--- src/rtl/bit_serializer.sv ---
// Parallel-to-serial converter with a valid/ready load port and a stallable
// serial output. Back-to-back words are accepted on the final bit with no bubble.
module bit_serializer #(
   parameter int WIDTH     = 8,
   parameter bit MSB_FIRST = 1'b1
) (
   input  logic             clk,
   input  logic             rst,
   input  logic [WIDTH-1:0] din,
   input  logic             din_valid,
   output logic             din_ready,
   input  logic             en,
   output logic             x,
   output logic             x_valid,
   output logic             last,
   output logic             busy
);

   localparam int CW = $clog2(WIDTH);
   localparam logic [CW-1:0] LAST_CNT = CW'(WIDTH - 1);

   typedef enum logic {IDLE, SHIFT} state_t;

   state_t           state, state_nx;
   logic [WIDTH-1:0] sreg;
   logic [CW-1:0]    cnt;
   logic             xfer;

   always_comb begin
      state_nx  = state;
      busy      = (state == SHIFT);
      x_valid   = (state == SHIFT) && en;
      last      = x_valid && (cnt == LAST_CNT);
      // ready during SHIFT only on a delivered final bit, so a stall never loads
      din_ready = !rst && ((state == IDLE) || last);
      xfer      = din_valid && din_ready;
      x         = 1'b0;
      case (state)
         IDLE: begin
            if (xfer) state_nx = SHIFT;
         end
         SHIFT: begin
            x = MSB_FIRST ? sreg[WIDTH-1] : sreg[0];
            if (last && !xfer) state_nx = IDLE;
         end
         default: state_nx = IDLE;
      endcase
   end

   always_ff @(posedge clk) begin
      if (rst) begin
         state <= IDLE;
         sreg  <= '0;
         cnt   <= '0;
      end else begin
         state <= state_nx;
         if (xfer) begin
            sreg <= din;
            cnt  <= '0;
         end else if (x_valid) begin
            sreg <= MSB_FIRST ? {sreg[WIDTH-2:0], 1'b0} : {1'b0, sreg[WIDTH-1:1]};
            cnt  <= last ? '0 : cnt + 1'b1;
         end
      end
   end

endmodule

--- config.mk ---
export PLATFORM = sky130hd
export DESIGN_NAME = bit_serializer
export DESIGN_NICKNAME = d
export VERILOG_FILES = /design/src/rtl/bit_serializer.sv
export SDC_FILE = /design/constraint.sdc
export NUM_CORES = 1
export LEC_CHECK = 0
export BUFFER_PORTS_ARGS = -buffer_cell sky130_fd_sc_hd__clkbuf_2
export CAP_MARGIN = 20
export CORE_MARGIN = 2
export CORE_UTILIZATION = 39
export DETAILED_ROUTE_END_ITERATION = 6
export SYNTH_ARGS = -nofsm -noshare
export SYNTH_HDL_FRONTEND = slang
export SYNTH_SLANG_ARGS = --single-unit
--- constraint.sdc ---
create_clock -name clk -period 1.35 [get_ports clk]
set_input_delay 0.2025 -clock clk [delete_from_list [all_inputs] [get_ports clk]]
set_output_delay 0.2025 -clock clk [all_outputs]
set_load 0.02 [all_outputs]
==> key figures <==
Power and ir drop
  • PwrDens: 911 mW/mm2
  • Max IR drop VDD: 657 uV
  • Leak: 0.474 nW

Routing
  • Top Layer Used: met4
  • Metal2 WL: 724 um
  • Via density: 5.37
  • Drt total wl: 1580 um
  • Drt first pass iters: 4
  • DR WL met3: 73 um
  • Met1 Wirelength: 770 um
  • WL/cell: 13.7 um
  • Via Count: 618
  • Starting DRT DRC Count: 7
  • DR DRC count: 0
  • Post-route ant nets: 0

Logic synthesis
  • Syn nets: 83
  • Number of synthesized flops with an enable pin: 0
  • Syn. warnings: 0
  • Async SR Flop Fraction: 0%
  • Distinct cells, synth: 22
  • Seq cells post-synth: 12
  • Netlist Area Pre-Place: 678 um2
  • Mapped Cells: 69
  • Post-synthesis sequential area ratio: 35.4%
  • Synth area leader: dfxtp_1
  • Area fraction of the dominant cell type after synthesis: 35.4%
  • Top cells by area, synth: dfxtp_1, a221oi_2, a211oi_1, and3_1, inv_1
  • Predominant post-synthesis flop cell: dfxtp_1
  • Syn avg cell area: 9.83 um2

Clock network
  • Bufs on Longest Clock Path: 2
  • CTS Sinks: 12
  • CTS tree: yes
  • Root buffer cell: clkbuf_4
  • H-tree depth: 1
  • Clock transition at the registers of the reported paths: 0.08 ns
  • Skew-Pair Late Insertion Delay: 0.28 ns
  • CTS buffer count: 3

Floorplan
  • Top Ports: 17
  • Rows: 15
  • Area of the core: 0.00169 mm2
  • Chip Height: 45.7 um
  • Die X: 45.7 um
  • Full die area: 0.00209 mm2
  • Initial core utilization: 40.1%

STA
  • Worst hold margin: 0.136 ns
  • Final Hold Violating Endpoints: 0
  • Final setup vio count: 10
  • Slew Limit Fails: 0
  • Clock Skew: 0.00149 ns
  • Clock period minus worst slack: 1.52 ns
  • Max frequency: 0.657 GHz
  • Worst slew margin: 79.4%
  • Fin crit share: 113%
  • Fin worst setup slack: -0.172 ns
  • RSZ-0062 raised after global routing: true
  • Slew @ Worst Pin: 0.308 ns

Final layout
  • Layout cells sized above 1: 54.1%
  • Layout area overhead: 43.9%
  • N_diodes: 0
  • Nets: 113
  • Fin util: 57.8%

Global routing
  • Initial antenna violation count: 0
  • Vias in the first global route: 583
  • Total gr overflow: 0
  • Largest net degree at the start of global routing: 15
  • Global-route wire length before repair: 2660 um
  • GRT Overall Usage: 18.0%

Place
  • Routability Congestion: 0.660
  • PortBufs: 16
  • Setup WS pre-CTS: -0.141 ns
  • DP HPWL: 1050 um

Worst hold path
  • HP Class: in2reg

Job
  • # Max-Cap Violations: 0

Critical path
  • CP max FO: 3
  • Setup CP Type: reg2out
  • R2R Setup Slk: -0.13 ns
  • Worst EP arrival: 1.32 ns
  • Worst Setup Start Kind: register
  • Req. time, crit path: 1.15 ns
  • Crit path capture type: output port

Status
  • Status: complete, but fails checks
  • Failing checks: setup timing
[sequential cells by signal (all words and copies together), names as in the netlist]
register  cells
busy          1
sreg          8
cnt           3
[stage by stage]
stage	setup TNS (ns)	instance area (um2)	std cells	total power, mW
after floorplan	0	693	69	0.513
after global placement	-0.712	803	104	0.559
after detailed placement	-0.848	803	104	0.562
after CTS	-1.03	937	113	0.876
after global routing	-1.62	976	115	0.935
final	-1.08	976	115	0.889
[cell type report]
class / instances / area (um2)
Tap cell: 17 / 21.3
Inverter: 9 / 33.8
Clock buffer: 4 / 36.3
Sequential cell: 12 / 246
Fill cell: 159 / 713
Timing Repair Buffer: 30 / 205
Multi-Input combinational cell: 43 / 433
[path summary, 6_finish.rpt]
path	startpoint	end	cells after the start
max	cnt[1]	last	5
max reg2reg	cnt[1]	sreg[4]	6
min reg2reg	sreg[0]	sreg[0]	2
min	din[1]	sreg[1]	3
[routing by layer]
layer	up-vias	track usage [%]
met4	0	5.14
met5	-	0
met2	14	25.4
met3	2	5.95
met1	286	25.9
li1	316	-
[report_power, final]
group          total, mW  switching, mW  leakage [nW]  internal [mW]
Clock              0.298          0.134        0.0210          0.164
Combinational      0.196         0.0937         0.352          0.103
Sequential         0.394         0.0179         0.100          0.376
[critical path: stages (launching register included)]
cell and delay (ns):
dfxtp_2 0.34, ha_4 0.16, ha_4 0.17, buf_6 0.11, and3_4 0.14, buf_8 0.12
[cells in the final DEF, fill, tap and decap left out, drive strengths merged]
master   n
clkbuf  17
buf     17
dfxtp   12
inv      9
and3     8
a221oi   7
a211oi   7
nor2     4
nor3     3
mux2i    3
a21bo    2
a21oi    2
ha       2
nand2    1
a21boi   1
and2     1
and4b    1
a32oi    1
[logic make-up after synthesis]
logic type                 after synthesis  synth area share, %
AOI/OAI and AO/OA                       19                 28.6
muxes                                    3                 4.43
DFF                                     12                 35.4
adders and majority gates                2                 3.69
buffers and inverters                   15                 12.5
and+or+nand+nor                         18                 15.3
[cells in the mapped netlist (all sizes together), types with 2 or more instances]
cell and count:
dfxtp 12, inv 9, and3 8, a211oi 7, a221oi 7, buf 4, nor2 4, mux2i 3
nor3 3, a21oi 2, clkbuf 2, ha 2
[repair_timing]
| action | 4_1_cts | 5_1_grt |
|---|---|---|
| hold endpoints to repair | 0 | 0 |
| cloned | 1 | 0 |
| gates resized for setup | 14 | 7 |
| endpoints found under the setup margin | 15 | 11 |
| hold buffers | 0 | 0 |
| setup buffers | 4 | 2 |
| pin swaps | 5 | 6 |
(Power assumes the default switching activity.)
